`src/rtl/hazard_ctrl.sv`:
```
// hazard_ctrl: pipeline hazard controller.
// Drives hold/flush controls for IF/ID, ID/EX, EX/MEM and the PC write
// enable from load-use, taken-branch and multi-cycle multiply conditions.
// All hold/flush outputs are Mealy so the pipe registers react at the same
// edge; a saturating counter records the number of stalled cycles.
module hazard_ctrl #(
    parameter int unsigned MUL_LAT = 4,
    parameter int unsigned CNT_W   = 16
) (
    input  logic             clk_i,
    input  logic             rst_i,
    input  logic [4:0]       if_id_rs_i,
    input  logic [4:0]       if_id_rt_i,
    input  logic             if_id_uses_rt_i,
    input  logic             id_ex_memread_i,
    input  logic [4:0]       id_ex_rt_i,
    input  logic             mul_start_i,
    input  logic             branch_taken_i,
    output logic             pc_hold_o,
    output logic             IF_Write,
    output logic             IF_flush,
    output logic             id_ex_hold_o,
    output logic             ID_flush,
    output logic             EX_flush,
    output logic             mul_done_o,
    output logic [CNT_W-1:0] stall_cnt_o
);

    typedef enum logic [0:0] {
        ST_RUN = 1'b0,
        ST_MUL = 1'b1
    } state_t;

    // Remaining stall cycles after the RUN entry cycle; zero means release.
    localparam logic [7:0]       LP_CNT_LOAD = 8'(MUL_LAT - 2);
    localparam logic [CNT_W-1:0] LP_CNT_MAX  = {CNT_W{1'b1}};

    // A load in ID/EX feeds a source register of the instruction in IF/ID.
    // Register 0 is hardwired to zero and never creates a dependency.
    function automatic logic f_load_use(
        input logic       memread,
        input logic [4:0] ex_rt,
        input logic [4:0] id_rs,
        input logic [4:0] id_rt,
        input logic       uses_rt
    );
        logic match;
        match = (ex_rt == id_rs) || (uses_rt && (ex_rt == id_rt));
        return memread && (ex_rt != 5'd0) && match;
    endfunction

    state_t           r_state;
    state_t           w_next_state;
    logic [7:0]       r_cnt;
    logic [7:0]       w_cnt_next;
    logic [CNT_W-1:0] r_stall_cnt;

    logic w_load_use;
    logic w_pc_hold;
    logic w_if_write;
    logic w_if_flush;
    logic w_id_ex_hold;
    logic w_id_flush;
    logic w_ex_flush;
    logic w_mul_done;

    assign w_load_use = f_load_use(id_ex_memread_i, id_ex_rt_i, if_id_rs_i,
                                   if_id_rt_i, if_id_uses_rt_i);

    // State register and multiply down-counter.
    always_ff @(posedge clk_i) begin
        if (rst_i) begin
            r_state <= ST_RUN;
            r_cnt   <= 8'd0;
        end else begin
            r_state <= w_next_state;
            r_cnt   <= w_cnt_next;
        end
    end

    // Next-state and counter update; a taken branch squashes a younger multiply.
    always_comb begin
        w_next_state = r_state;
        w_cnt_next   = r_cnt;
        case (r_state)
            ST_RUN: begin
                if (branch_taken_i) begin
                    w_next_state = ST_RUN;
                end else if (mul_start_i) begin
                    w_next_state = ST_MUL;
                    w_cnt_next   = LP_CNT_LOAD;
                end else begin
                    w_next_state = ST_RUN;
                end
            end
            ST_MUL: begin
                if (r_cnt != 8'd0) begin
                    w_cnt_next = r_cnt - 8'd1;
                end else begin
                    w_next_state = ST_RUN;
                end
            end
            default: begin
                w_next_state = ST_RUN;
                w_cnt_next   = 8'd0;
            end
        endcase
    end

    // Mealy hold/flush decode; reset forces every control low immediately.
    always_comb begin
        w_pc_hold    = 1'b0;
        w_if_write   = 1'b0;
        w_if_flush   = 1'b0;
        w_id_ex_hold = 1'b0;
        w_id_flush   = 1'b0;
        w_ex_flush   = 1'b0;
        w_mul_done   = 1'b0;
        if (rst_i) begin
            w_pc_hold = 1'b0;
        end else begin
            case (r_state)
                ST_RUN: begin
                    if (branch_taken_i) begin
                        w_if_flush = 1'b1;
                        w_id_flush = 1'b1;
                        w_ex_flush = 1'b1;
                    end else if (mul_start_i) begin
                        w_pc_hold    = 1'b1;
                        w_if_write   = 1'b1;
                        w_id_ex_hold = 1'b1;
                        w_ex_flush   = 1'b1;
                    end else if (w_load_use) begin
                        w_pc_hold  = 1'b1;
                        w_if_write = 1'b1;
                        w_id_flush = 1'b1;
                    end else begin
                        w_pc_hold = 1'b0;
                    end
                end
                ST_MUL: begin
                    if (r_cnt != 8'd0) begin
                        w_pc_hold    = 1'b1;
                        w_if_write   = 1'b1;
                        w_id_ex_hold = 1'b1;
                        w_ex_flush   = 1'b1;
                    end else begin
                        w_mul_done = 1'b1;
                    end
                end
                default: begin
                    w_pc_hold = 1'b0;
                end
            endcase
        end
    end

    // Saturating count of stalled cycles, one per edge with IF_Write high.
    always_ff @(posedge clk_i) begin
        if (rst_i) begin
            r_stall_cnt <= {CNT_W{1'b0}};
        end else if (w_if_write && (r_stall_cnt != LP_CNT_MAX)) begin
            r_stall_cnt <= r_stall_cnt + CNT_W'(1);
        end else begin
            r_stall_cnt <= r_stall_cnt;
        end
    end

    assign pc_hold_o    = w_pc_hold;
    assign IF_Write     = w_if_write;
    assign IF_flush     = w_if_flush;
    assign id_ex_hold_o = w_id_ex_hold;
    assign ID_flush     = w_id_flush;
    assign EX_flush     = w_ex_flush;
    assign mul_done_o   = w_mul_done;
    assign stall_cnt_o  = r_stall_cnt;

endmodule

```
`config.mk`:
```
export PLATFORM = sky130hd
export DESIGN_NAME = hazard_ctrl
export DESIGN_NICKNAME = d
export VERILOG_FILES = /design/src/rtl/hazard_ctrl.sv
export SDC_FILE = /design/constraint.sdc
export NUM_CORES = 1
export LEC_CHECK = 0
export CORE_MARGIN = 5
export CORE_UTILIZATION = 35
export CTS_BUF_LIST = sky130_fd_sc_hd__clkbuf_8
export CTS_CLUSTER_DIAMETER = 40
export DETAILED_ROUTE_END_ITERATION = 10
export HOLD_SLACK_MARGIN = 0.05
export PLACE_DENSITY_LB_ADDON = 0.12
export SYNTH_ARGS = -nofsm -noshare
export SYNTH_HDL_FRONTEND = slang
export SYNTH_SLANG_ARGS = --single-unit
```
`constraint.sdc`:
```
create_clock -name clk_i -period 5.7 [get_ports clk_i]
set_input_delay 1.425 -clock clk_i [delete_from_list [all_inputs] [get_ports clk_i]]
set_output_delay 1.425 -clock clk_i [all_outputs]
set_load 0.005 [all_outputs]
```
==> impl_results.md, run 1 <==
* Synthesized area per cell at 8.501 µm²
* Largest net degree at the start of global routing at 20
* Relative slew slack at 0.6053
* Clock skew after layout at 2.402 ps
* Via count of the first global-routing pass at 1386
* Switching part of the total at 0.2867
* DP Wirelength at 2922 µm
* Asr flop ratio synth at 0
* Final Cycle Share at 0.8887
* Worst min-delay path category: reg2reg
* Clock network latency to the later pin of the worst-skew pair at 260 ps
* Final design utilization at 0.4872
* Global-route wire length before repair at 6175 µm
* Unrepaired setup endpoints after global routing: false
* Status: finished clean
* Highest Clock Rate at 0.1974 GHz
* Pwr/cell area at 200.8 nW/µm²
* Share of final-layout standard cells stronger than drive strength 1 at 0.06944
* Syn_nets at 199
* Chip Height at 75.20 µm
* Power share of the combinational group at 0.254
* Switching component of the power at 113.8 µW
* Layout filler cell count at 385
* Initial Utilization at 0.3666
* Cell Rows at 23
* Deepest level of the CTS H-tree at 1
* Top Ports at 44
* Clock tree from TritonCTS: built
* Number of antenna violations at the first check in global routing at 0
* Final Hold Violating Endpoints at 0
* Post-synth EDFFs at 0
* Initial detailed-routing violation count at 63
* Storage element area at 500.5 µm²
* Required time reported for the critical path endpoint at 4280 ps
* Worst path slowest cell: or4_1
* First-pass DRT Iterations at 4
* DR vias/cell at 5.368
* CP arrival at 3640 ps
* Share of the yosys chip area belonging to registers at 0.3364
* # diodes at 0
* Max FO, Critical Path at 14
* Cell family with most CP delay: buffers and inverters
* Total routing resource utilization after global routing at 0.1394
* Measured slew at the worst slew-check pin at 586.6 ps
* Synth cell count leaders: 25 x dfxtp_1, 19 x nor2_1, 14 x xnor2_1
* Standard cell core area at 4058 µm²
* Synth Register Bits at 25
* Sum of overflow across all layers after global routing at 0
* Count of maximum capacitance violations at 0
* Largest stage delay on the critical path at 570 ps
* Leakage at 0.0006689 µW
* Instance count of the mapped netlist at 175
* Number of nets in the final layout at 241
* Yosys warns at 0
* Area share of the largest cell type after synthesis at 0.3364
* Library cell with the largest summed area after synthesis: dfxtp_1
* Slew Viols, Final at 0
* Mapped Area at 1488 µm²
* Number of distinct library cells after synthesis at 44
* Die Wd at 75.20 µm
* Resized Gates After CTS at 0
* Synth-to-Final Area Change at 32.89%
* Root buffer cell: clkbuf_8
* Number of buffers on the longest clock path at 2
* Post-CTS setup-driven buffer insertion count at 0
* Die area at 5654 µm²
* Share of total power in the clock network at 0.261
* Startpoint-to-endpoint class of the critical path: in2out
* Crit end category: output pin
* Final weighted congestion of routability-driven global placement at 0.7129
* PortBufs at 43
* Remaining antenna violation count after routing at 0
* Clock-pin transition on the worst setup and hold timing paths at 90 ps
* Drc violations at 0
* Number of buffer and inverter instances along the worst setup path at 3
* Worst Setup Start Kind: primary input
* CP most frequent cell: clkdlybuf4s50_1
* Wirelength per Cell at 14.67 µm
* Share of power burned in registers at 0.485
* Area taken by multi-input logic gates at 904.6 µm²
* CTS sink cnt at 25
* Most instantiated library cell after synthesis: dfxtp_1
* Fin crit period at 5065 ps
* Number of endpoints failing setup at the final stage at 0
* Number of buffers created by CTS at 3
* Final wirelength at 3902 µm
* Flip-flop cell with the highest count after synthesis: dfxtp_1
* Setup TNS Final at 0 ps
* Peak supply drop at 84.21 µV
* Synth top area cells: dfxtp_1 34%, xnor2_1 8.2%, nor2_1 4.8%
* Cell internal pwr at 283.2 µW
* Hold buffer count at cts at 0
* Via count at 1428
* List of cells traversed by the critical path: clkdlybuf4s50_1 -> or4_1 -> o21ai_2 -> inv_2 -> a21boi_4 -> nor2_1 -> clkdlybuf4s50_1
==> layout by cell type, fill, tap and decap left out, types with 2 or more instances in the layout <==
master	netlist	layout
clkdlybuf4s50_1	0	43
dfxtp_1	25	25
nor2_1	19	19
xnor2_1	14	14
nand2_1	13	13
a21oi_1	13	13
nand3_1	10	10
inv_1	6	7
or4_1	7	7
o31ai_1	6	6
nand4_1	5	5
nor3_1	4	4
or3_1	4	4
o21ai_0	4	4
and3_1	4	4
nor2b_1	3	3
xor2_1	3	3
ha_1	3	3
clkbuf_8	1	3
nor4_1	2	2
o21a_1	2	2
mux2i_1	2	2
==> kinds of logic (layout without fill, tap and decap cells) <==
family	Yosys count	after routing	synth area share
compound gates	37	37	0.1884
xor+xnor	17	17	0.1001
fa+ha+maj	3	3	0.02523
mux	3	3	0.02355
buf+inv	14	55	0.05550
simple gates	76	76	0.2708
flops	25	25	0.3364
==> sequential cells by signal, summed over array words and instances, names as in the netlist <==
register,flops
stall_cnt_o,16
r_state,1
r_cnt,8
==> metrics by stage <==
stage / instances / total power [µW] / cell area, µm² / setup WS [ps] / hold slack, ps
3_5_place_dp: 262 / 297.2 / 1932 / 621.8 / 478.0
4_1_cts: 266 / 399.8 / 1977 / 611.6 / 490.1
3_3_place_gp: 262 / 294.3 / 1932 / 688.4 / 460.7
2_1_floorplan: 175 / 262.9 / 1488 / 1608 / 445.1
6_report: 266 / 397.0 / 1977 / 634.6 / 484.0
5_1_grt: 266 / 417.6 / 1977 / 479.2 / 516.5
==> routing by layer <==
metal	vias to the layer above	global-route usage	wire length, µm	part of all wire
li1	719	-	-	-
met3	5	0.03471	295	0.076
met4	0	0.03689	37	0.0095
met2	41	0.2408	1766	0.45
met5	-	0	0	0
met1	663	0.1727	1803	0.46
==> power by group through the flow <==
stage / Sequential [µW] / Combinational, µW / Clock, µW
detailed placement: 196 / 101 / 0
floorplan: 193 / 69.5 / 0
CTS: 192 / 102 / 106
global placement: 196 / 98.5 / 0
global route: 194 / 112 / 112
finish: 193 / 101 / 104
==> worst min-delay path, cell delays in order (launching register included) <==
cell,delay [ps]
dfxtp_1,330
nand2_1,60
a21oi_1,50
==> final timing paths <==
path,start,end,slack [ps],depth (start not counted)
max,id_ex_rt_i[0],IF_Write,630,7
min,r_cnt[0],r_cnt[0],480,2
max reg2reg,stall_cnt_o[0],stall_cnt_o[8],3430,7
min reg2reg,r_cnt[0],r_cnt[0],480,2
==> area by class of cell <==
class | count | area share
well taps | 50 | 0.03165
flip-flops and latches | 25 | 0.2532
clock inverters | 1 | 0.001899
inverters | 7 | 0.01329
clock buffers | 3 | 0.02089
multi-input cells | 136 | 0.4576
repair buffers | 44 | 0.2215
Note: power is estimated with default switching activity, not from simulation.
==> inputs of run 2 (changes only) <==
--- a/config.mk
+++ b/config.mk
@@ -5,12 +5,15 @@
 export SDC_FILE = /design/constraint.sdc
 export NUM_CORES = 1
 export LEC_CHECK = 0
+export CAP_MARGIN = 10
 export CORE_MARGIN = 5
 export CORE_UTILIZATION = 35
 export CTS_BUF_LIST = sky130_fd_sc_hd__clkbuf_8
 export CTS_CLUSTER_DIAMETER = 40
 export DETAILED_ROUTE_END_ITERATION = 10
+export DONT_BUFFER_PORTS = 1
 export HOLD_SLACK_MARGIN = 0.05
+export MAX_ROUTING_LAYER = met4
 export PLACE_DENSITY_LB_ADDON = 0.12
 export SYNTH_ARGS = -nofsm -noshare
 export SYNTH_HDL_FRONTEND = slang
==> run 2 against run 1 <==
Net effect:
- register-to-register slack about the same
- largest cell class unchanged
- via count decreased by 9.9%
- largest power group unchanged
- cell count decreased by 17%
- cell area decreased by 22%
- worst setup slack improved by 930 ps
- clock skew decreased by 1.7 ps
==> impl_results.md, run 2 (same netlist as run 1, synthesis figures left out) <==
* Status: finished clean
* Crit end category: output pin
* Clock skew after layout at 0.6936 ps
* Pwr/cell area at 239.9 nW/µm²
* Initial Utilization at 0.3666
* Wirelength per Cell at 15.86 µm
* Global-route wire length before repair at 5692 µm
* Share of power burned in registers at 0.522
* Share of final-layout standard cells stronger than drive strength 1 at 0.08140
* CP arrival at 2710 ps
* Switching component of the power at 105.2 µW
* Standard cell core area at 4058 µm²
* Peak supply drop at 91.51 µV
* Cell Rows at 23
* Sum of overflow across all layers after global routing at 0
* Resized Gates After CTS at 0
* Startpoint-to-endpoint class of the critical path: in2out
* Reg-to-reg slack, setup at 3440 ps
* Crit path capture: pc_hold_o
* Worst hold slack after final layout at 480.4 ps
* Crit. Startpoint: id_ex_rt_i[0]
* Initial detailed-routing violation count at 102
* Required time reported for the critical path endpoint at 4280 ps
* Number of cells on the worst reg-to-reg path at 7
* Power share of the combinational group at 0.196
* Layout filler cell count at 420
* Fin crit period at 4137 ps
* Final Hold Violating Endpoints at 0
* Highest Clock Rate at 0.2417 GHz
* DP Wirelength at 2675 µm
* Total routing resource utilization after global routing at 0.1350
* Worst Setup Start Kind: primary input
* Post-CTS setup-driven buffer insertion count at 0
* Worst R2R End: stall_cnt_o[10]
* Die area at 5654 µm²
* Leakage at 0.0005065 µW
* Startpoint of the most critical hold path: r_cnt[0]
* Worst min-delay path category: reg2reg
* Root buffer cell: clkbuf_8
* Chip Height at 75.20 µm
* Count of maximum capacitance violations at 0
* Via count of the first global-routing pass at 1256
* Remaining antenna violation count after routing at 0
* Clock-pin transition on the worst setup and hold timing paths at 80 ps
* Hold buffer count at cts at 0
* CTS sink cnt at 25
* Measured slew at the worst slew-check pin at 659.9 ps
* Via count at 1287
* Top Ports at 44
* Crit Reg-Reg Startpoint: stall_cnt_o[0]
* Drc violations at 0
* Clock tree from TritonCTS: built
* Final Cycle Share at 0.7257
* Max FO, Critical Path at 14
* Unrepaired setup endpoints after global routing: false
* Synth-to-Final Area Change at 3.449%
* Cell internal pwr at 263.9 µW
* Number of nets in the final layout at 197
* Clock network latency to the later pin of the worst-skew pair at 270 ps
* Setup TNS Final at 0 ps
* Switching part of the total at 0.2850
* Number of antenna violations at the first check in global routing at 0
* Max reg flops at 16
* DR vias/cell at 5.797
* Most common cell after layout, fill and taps aside: dfxtp_1
* Deepest level of the CTS H-tree at 1
* Die Wd at 75.20 µm
* Most frequent cells in the layout: 25 x dfxtp_1, 19 x nor2_1, 14 x xnor2_1, 13 x nand2_1, 13 x a21oi_1
* Number of buffers on the longest clock path at 2
* Final weighted congestion of routability-driven global placement at 0.7976
* Slew Viols, Final at 0
* Number of endpoints failing setup at the final stage at 0
* Largest net degree at the start of global routing at 21
* Relative slew slack at 0.5560
* PortBufs at 0
* # diodes at 0
* Share of total power in the clock network at 0.282
* First-pass DRT Iterations at 4
* Number of buffers created by CTS at 3
* Final wirelength at 3521 µm
-- run 2: metal layers --
layer	wire, µm	GRT usage	up-vias	part of all wire
met2	1594	0.2186	44	0.45
met4	51	0.04660	0	0.014
li1	-	-	629	-
met1	1547	0.1602	609	0.44
met5	0	-	-	0
met3	328	0.03872	5	0.093
-- run 2: worst min path at each step --
stage	endpoint	slack, ps	depth (start not counted)
2_1_floorplan	r_cnt[0]	450	2
3_3_place_gp	r_cnt[0]	460	2
3_5_place_dp	r_cnt[0]	470	2
4_1_cts	r_cnt[0]	490	2
5_1_grt	r_cnt[0]	510	2
6_report	r_cnt[0]	480	2
-- run 2: cell type report --
class,instances,area (µm²),share of cell area
sequential,25,500.5,0.3252
multi-input combinational,136,904.6,0.5878
tap,50,62.56,0.04065
clock inverter,1,3.754,0.002439
inverter,7,26.28,0.01707
clock buffer,3,41.29,0.02683
-- run 2: metrics by stage --
stage / std cells / utilization / power, µW / worst slack [ps] / instance area (µm²)
6_report: 222 / 0.3793 / 369.2 / 1563 / 1539
5_1_grt: 222 / 0.3793 / 390.4 / 1456 / 1539
4_1_cts: 222 / 0.3793 / 372.8 / 1547 / 1539
3_5_place_dp: 218 / 0.3682 / 269.9 / 1556 / 1494
3_3_place_gp: 218 / 0.3682 / 267.8 / 1586 / 1494
2_1_floorplan: 175 / - / 262.9 / 1608 / 1488
-- run 2: worst max-delay path: stages --
cell	delay (ps)
or4_1	540
o21ai_2	190
inv_2	70
a21boi_4	340
nor2_1	140
-- run 2: power by group through the flow --
stage	clock network (µW)	registers, µW	logic [µW]
after floorplan	0	193	69.5
after global placement	0	196	71.4
after detailed placement	0	197	72.9
after CTS	107	193	73.3
after global routing	114	194	82.2
final	104	193	72.5
